**src/rtl/decode_cycle.sv**
```systemverilog
// decode_cycle: RISC-V style decode stage with register file and D->E pipeline register.
// Decodes lw/sw/R-type/I-ALU/beq/jal into a 10-bit control bundle, reads two operands,
// builds the sign-extended immediate and registers everything into the E stage.
// Optional feature: define DECODE_BYPASS_EN to forward a same-cycle writeback to the reads.
`timescale 1ns/1ps

module decode_cycle #(
    parameter int PC_W = 9,
    parameter int XLEN = 32
) (
    input  logic            clk,
    input  logic            rst,
    input  logic            FlushE,
    input  logic [XLEN-1:0] InstrD,
    input  logic [PC_W-1:0] PCD,
    input  logic [PC_W-1:0] PCPlus4D,
    input  logic            RegWriteW,
    input  logic [4:0]      RdW,
    input  logic [XLEN-1:0] ResultW,
    output logic [9:0]      CtrlE,
    output logic [XLEN-1:0] RD1E,
    output logic [XLEN-1:0] RD2E,
    output logic [XLEN-1:0] ImmExtE,
    output logic [4:0]      Rs1E,
    output logic [4:0]      Rs2E,
    output logic [4:0]      RdE,
    output logic [PC_W-1:0] PCE,
    output logic [PC_W-1:0] PCPlus4E,
    output logic            ValidE
);

    localparam logic [6:0] OP_LOAD   = 7'b0000011;
    localparam logic [6:0] OP_STORE  = 7'b0100011;
    localparam logic [6:0] OP_RTYPE  = 7'b0110011;
    localparam logic [6:0] OP_IALU   = 7'b0010011;
    localparam logic [6:0] OP_BRANCH = 7'b1100011;
    localparam logic [6:0] OP_JAL    = 7'b1101111;

    typedef enum logic [2:0] {
        CLS_NONE,
        CLS_LOAD,
        CLS_STORE,
        CLS_RTYPE,
        CLS_IALU,
        CLS_BRANCH,
        CLS_JAL
    } cls_t;

    typedef enum logic [2:0] {
        IMM_NONE,
        IMM_I,
        IMM_S,
        IMM_B,
        IMM_J
    } imm_t;

    typedef enum logic [2:0] {
        ALU_ADD = 3'b000,
        ALU_SUB = 3'b001,
        ALU_AND = 3'b010,
        ALU_OR  = 3'b011,
        ALU_SLT = 3'b101
    } alu_t;

    // Instruction fields
    logic [6:0] opcode;
    logic [4:0] rs1;
    logic [4:0] rs2;
    logic [4:0] rd;
    logic [2:0] funct3;
    logic       funct7b5;

    assign opcode   = InstrD[6:0];
    assign rd       = InstrD[11:7];
    assign funct3   = InstrD[14:12];
    assign rs1      = InstrD[19:15];
    assign rs2      = InstrD[24:20];
    assign funct7b5 = InstrD[30];

    // Decoded D-stage signals
    cls_t            cls;
    imm_t            imm_src;
    alu_t            alu_ctrl;
    logic            reg_write;
    logic [1:0]      result_src;
    logic            mem_write;
    logic            jump;
    logic            branch;
    logic            alu_src;
    logic            alu_from_funct;
    logic            valid_d;
    logic [9:0]      ctrl_d;
    logic [XLEN-1:0] imm_d;
    logic [XLEN-1:0] rd1_d;
    logic [XLEN-1:0] rd2_d;

    logic [XLEN-1:0] rf [32];

    // Classify the opcode; anything unlisted becomes a bubble
    always_comb begin
        cls = CLS_NONE;
        case (opcode)
            OP_LOAD:   cls = CLS_LOAD;
            OP_STORE:  cls = CLS_STORE;
            OP_RTYPE:  cls = CLS_RTYPE;
            OP_IALU:   cls = CLS_IALU;
            OP_BRANCH: cls = CLS_BRANCH;
            OP_JAL:    cls = CLS_JAL;
            default:   cls = CLS_NONE;
        endcase
    end

    // Main control decode per instruction class
    always_comb begin
        reg_write      = 1'b0;
        result_src     = 2'b00;
        mem_write      = 1'b0;
        jump           = 1'b0;
        branch         = 1'b0;
        alu_src        = 1'b0;
        alu_from_funct = 1'b0;
        imm_src        = IMM_NONE;
        valid_d        = 1'b1;
        case (cls)
            CLS_LOAD: begin
                reg_write  = 1'b1;
                result_src = 2'b01;
                alu_src    = 1'b1;
                imm_src    = IMM_I;
            end
            CLS_STORE: begin
                mem_write = 1'b1;
                alu_src   = 1'b1;
                imm_src   = IMM_S;
            end
            CLS_RTYPE: begin
                reg_write      = 1'b1;
                alu_from_funct = 1'b1;
            end
            CLS_IALU: begin
                reg_write      = 1'b1;
                alu_src        = 1'b1;
                alu_from_funct = 1'b1;
                imm_src        = IMM_I;
            end
            CLS_BRANCH: begin
                branch  = 1'b1;
                imm_src = IMM_B;
            end
            CLS_JAL: begin
                reg_write  = 1'b1;
                result_src = 2'b10;
                jump       = 1'b1;
                imm_src    = IMM_J;
            end
            default: begin
                valid_d = 1'b0;
            end
        endcase
    end

    // ALU operation: fixed add/sub for memory/branch/jump, funct3-driven for ALU ops
    always_comb begin
        alu_ctrl = ALU_ADD;
        if (cls == CLS_BRANCH) begin
            alu_ctrl = ALU_SUB;
        end else if (alu_from_funct) begin
            case (funct3)
                3'b000:  alu_ctrl = (cls == CLS_RTYPE && funct7b5) ? ALU_SUB : ALU_ADD;
                3'b010:  alu_ctrl = ALU_SLT;
                3'b110:  alu_ctrl = ALU_OR;
                3'b111:  alu_ctrl = ALU_AND;
                default: alu_ctrl = ALU_ADD;
            endcase
        end
    end

    assign ctrl_d = {reg_write, result_src, mem_write, jump, branch, alu_ctrl, alu_src};

    // Immediate generation, sign-extended from InstrD[31]
    always_comb begin
        imm_d = '0;
        case (imm_src)
            IMM_I:   imm_d = {{(XLEN-12){InstrD[31]}}, InstrD[31:20]};
            IMM_S:   imm_d = {{(XLEN-12){InstrD[31]}}, InstrD[31:25], InstrD[11:7]};
            IMM_B:   imm_d = {{(XLEN-12){InstrD[31]}}, InstrD[7], InstrD[30:25],
                              InstrD[11:8], 1'b0};
            IMM_J:   imm_d = {{(XLEN-20){InstrD[31]}}, InstrD[19:12], InstrD[20],
                              InstrD[30:21], 1'b0};
            default: imm_d = '0;
        endcase
    end

    // Register file write port; x0 is never written, reset clears every entry
    always_ff @(posedge clk or posedge rst) begin
        if (rst) begin
            for (int unsigned i = 0; i < 32; i++) begin
                rf[i] <= '0;
            end
        end else if (RegWriteW && (RdW != 5'd0)) begin
            rf[RdW] <= ResultW;
        end
    end

    // Combinational read ports; x0 always reads zero
    always_comb begin
        rd1_d = '0;
        rd2_d = '0;
`ifdef DECODE_BYPASS_EN
        if (rs1 != 5'd0) begin
            rd1_d = (RegWriteW && (RdW == rs1)) ? ResultW : rf[rs1];
        end
        if (rs2 != 5'd0) begin
            rd2_d = (RegWriteW && (RdW == rs2)) ? ResultW : rf[rs2];
        end
`else
        if (rs1 != 5'd0) begin
            rd1_d = rf[rs1];
        end
        if (rs2 != 5'd0) begin
            rd2_d = rf[rs2];
        end
`endif
    end

    // D->E pipeline register; flush loads an all-zero bubble
    always_ff @(posedge clk or posedge rst) begin
        if (rst) begin
            CtrlE    <= '0;
            RD1E     <= '0;
            RD2E     <= '0;
            ImmExtE  <= '0;
            Rs1E     <= '0;
            Rs2E     <= '0;
            RdE      <= '0;
            PCE      <= '0;
            PCPlus4E <= '0;
            ValidE   <= 1'b0;
        end else if (FlushE) begin
            CtrlE    <= '0;
            RD1E     <= '0;
            RD2E     <= '0;
            ImmExtE  <= '0;
            Rs1E     <= '0;
            Rs2E     <= '0;
            RdE      <= '0;
            PCE      <= '0;
            PCPlus4E <= '0;
            ValidE   <= 1'b0;
        end else begin
            CtrlE    <= valid_d ? ctrl_d : '0;
            RD1E     <= rd1_d;
            RD2E     <= rd2_d;
            ImmExtE  <= imm_d;
            Rs1E     <= rs1;
            Rs2E     <= rs2;
            RdE      <= rd;
            PCE      <= PCD;
            PCPlus4E <= PCPlus4D;
            ValidE   <= valid_d;
        end
    end

endmodule

```
**config.mk**
```make
export PLATFORM = sky130hd
export DESIGN_NAME = decode_cycle
export DESIGN_NICKNAME = d
export VERILOG_FILES = /design/src/rtl/decode_cycle.sv
export SDC_FILE = /design/constraint.sdc
export NUM_CORES = 2
export LEC_CHECK = 0
export ABC_AREA = 1
export ABC_CLOCK_PERIOD_IN_PS = 46900
export CAP_MARGIN = 20
export CELL_PAD_IN_SITES_DETAIL_PLACEMENT = 1
export CELL_PAD_IN_SITES_GLOBAL_PLACEMENT = 2
export CORE_ASPECT_RATIO = 0.75
export CORE_UTILIZATION = 36
export CTS_CLUSTER_DIAMETER = 60
export CTS_CLUSTER_SIZE = 20
export DETAILED_ROUTE_END_ITERATION = 8
export PLACE_DENSITY = 0.79
export SETUP_SLACK_MARGIN = 0.3
export SYNTH_ARGS = -nofsm -noshare
export SYNTH_HDL_FRONTEND = slang
export SYNTH_SLANG_ARGS = --single-unit
```
**constraint.sdc**
```tcl
create_clock -name clk -period 46.9 [get_ports clk]
set_input_delay 9.38 -clock clk [delete_from_list [all_inputs] [get_ports clk]]
set_output_delay 9.38 -clock clk [all_outputs]
set_load 0.05 [all_outputs]
```
==> results.yml <==
yosys:
  ys_seq_elements: 1152
  avgSynthCellArea_um2: 7.01
  ys.flop_type: "dfrtp_1"
  yosysMostFrequentCell: "nand2_1"
  synth_top_area_frac: 0.477
  synth_common_cells: "3338 x nand2_1, 1251 x nand3_1, 1152 x dfrtp_1, 1075 x o21ai_0, 625 x clkbuf_1"
  synthTopCellsByArea: "dfrtp_1 48%, nand2_1 21%, nand3_1 10%, o21ai_0 8.9%, clkbuf_1 3.9%"
  yosysWarningCount: 0
  ys_seq_area_frac: 0.477
  syn_inst: 8620
  syn_area_mm2: 0.0604
  synth_area_leader_cell: "dfrtp_1"
  syn_nets: 8711
  synth-edff-count: 0
  yosysUniqueCellTypes: 24
  synth-async-reset-ratio: 1.00
sta:
  period_minus_slack_ps: 12940
  fin_crit_sh: 0.276
  rsz0062_at_grt: "no"
  drv_slew: 0
  fin_tns_setup_ps: 0
  hold_ws_ps: 379
  setup_violations: 0
  clock_skew_ps: 40.6
  hold_viol: 0
  setup_ws_ps: 33960
  slew_headroom: 0.193
  tightest_slew_ps: 1210
  max_clock_freq_mhz: 77.3
power:
  p_leak_nw: 32.1
  ir_drop_uv: 29.5
  p_per_area_mw_per_mm2: 42.7
  total_power_mw: 2.91
critical_path:
  endpoint_kind: "flop"
  crit_type: "in2reg"
  arrival_ps: 13660
  start_kind: "input pin"
  critical_path_required_ps: 47620
  crit_fanout: 154
clock_network:
  cts-root-buf: "clkbuf_16"
  hold_buffers: 0
  htree_levels: 3
  cts_tree: "yes"
  post_cts_buffers: 0
  cts_buffer_depth: 3
  clk_pin_slew_worst_paths_ps: 70
  cts_buffers: 118
  clk_latency_ps: 800
  cts_resized: 0
  cts.sinks: 1152
hold_path:
  min_path_type: "reg2reg"
die:
  io_pins: 231
  coreArea_mm2: 0.166
  die_area_mm2: 0.170
  core.rowCount: 129
  die_w_um: 475
  start_util: 0.365
  die_height_um: 357
placement:
  placed_cell_area_mm2: 0.0639
  post-place-ws_ps: 33210
  dp_cells: 10400
  hpwl_um: 151000
  place.gp.congestion: 0.811
  portBuffers: 230
final_layout:
  finish.instance_area_mm2: 0.0682
  multi_input_area_mm2: 0.0276
  nets: 8438
  fill_cells: 20500
  seq_area_mm2: 0.0288
  drive_gt1_frac: 0.0485
  final_util: 0.411
  area_delta_synth_final_pct: 12.8
  instances_no_fill: 10700
global_route:
  grt_pass1_vias: 60100
  grtUsageTotal: 0.327
  globalRouteOverflowTotal: 0
  antenna_found_initial: 13
  grt_max_degree: 166
  grt_pass1_wl_um: 413000
detailed_routing:
  antenna_left: 0
  route.vias.total: 60400
  routed_wl_um: 277000
  drcViolationCount: 0
  vias_per_cell: 5.65
  first_pass_iters: 6
  wire_per_inst_um: 26.0
  drtIter0Drc: 5916
outcome:
  status: "finished, final reports clean"
job:
  drv_cap: 0
-- flip-flops by register name (all words and copies together), names as in the netlist --
register	flops
ValidE	1
rf	1024
PCE	9
RD2E	32
Rs1E	5
RdE	5
PCPlus4E	9
ImmExtE	21
Rs2E	5
CtrlE	9
RD1E	32
-- layout by cell type, fill, tap and decap left out, drive strengths merged, types with 9 or more instances in the layout --
cell type | Yosys | layout
a21oi | 327 | 327
a31oi | 9 | 9
buf | 124 | 135
bufinv | 0 | 12
clkbuf | 625 | 131
clkdlybuf4s50 | 0 | 219
clkinv | 4 | 28
clkinvlp | 0 | 17
dfrtp | 1152 | 1152
inv | 359 | 402
nand2 | 3346 | 3346
nand3 | 1251 | 1251
nor2 | 304 | 304
nor3 | 14 | 14
o21ai | 1087 | 1087
o22ai | 11 | 11
-- cell families after synthesis --
kind of cell | share of synthesized area
and+or+nand+nor | 0.333
AOI/OAI and AO/OA | 0.119
DFF | 0.477
buffers and inverters | 0.0704
-- where the power goes --
group	internal, mW	switching (mW)
Sequential	1.17	0.138
Clock	0.559	0.492
Combinational	0.190	0.369
Total	1.91	0.999
-- worst paths after layout --
| path | from | to | slack, ps | cells past startpoint |
|---|---|---|---|---|
| worst max register to register | rf[246] | RD2E[22] | 45260 | 8 |
| worst min register to register | rf[1021] | rf[1021] | 380 | 0 |
| min in group asynchronous | rst | rf[592] | 9200 | 2 |
| max in group asynchronous | rst | rf[166] | 34500 | 5 |
| worst min-delay path | rf[1021] | rf[1021] | 380 | 0 |
| worst max-delay path | InstrD[20] | RD2E[24] | 33960 | 13 |
-- cell type report --
class | instances | share of cell area
Multi-Input combinational cell | 6356 | 0.405
Inverter | 363 | 0.0207
Clock buffer | 129 | 0.0452
Clock inverter | 96 | 0.0162
Antenna cell | 3 | 0.000110
Tap cell | 2227 | 0.0409
Sequential cell | 1152 | 0.423
Timing Repair Buffer | 356 | 0.0496
-- layer usage --
metal	global-route usage	routed length, µm	vias to the layer above
li1	-	-	27200
met1	0.476	130000	30800
met2	0.511	123000	1977
met3	0.0382	16100	420
met4	0.0892	7840	4
met5	0	23	-
-- critical path, stage by stage --
cell	delay, ps
buf_8	210
inv_8	560
buf_12	660
buf_4	670
buf_4	900
nand2_1	100
nand2_1	90
nand2_1	50
o21ai_0	100
o21ai_0	90
nor2_1	280
nor2_1	80
nor2_1	90
No activity file was read; power rests on OpenSTA's default activity.
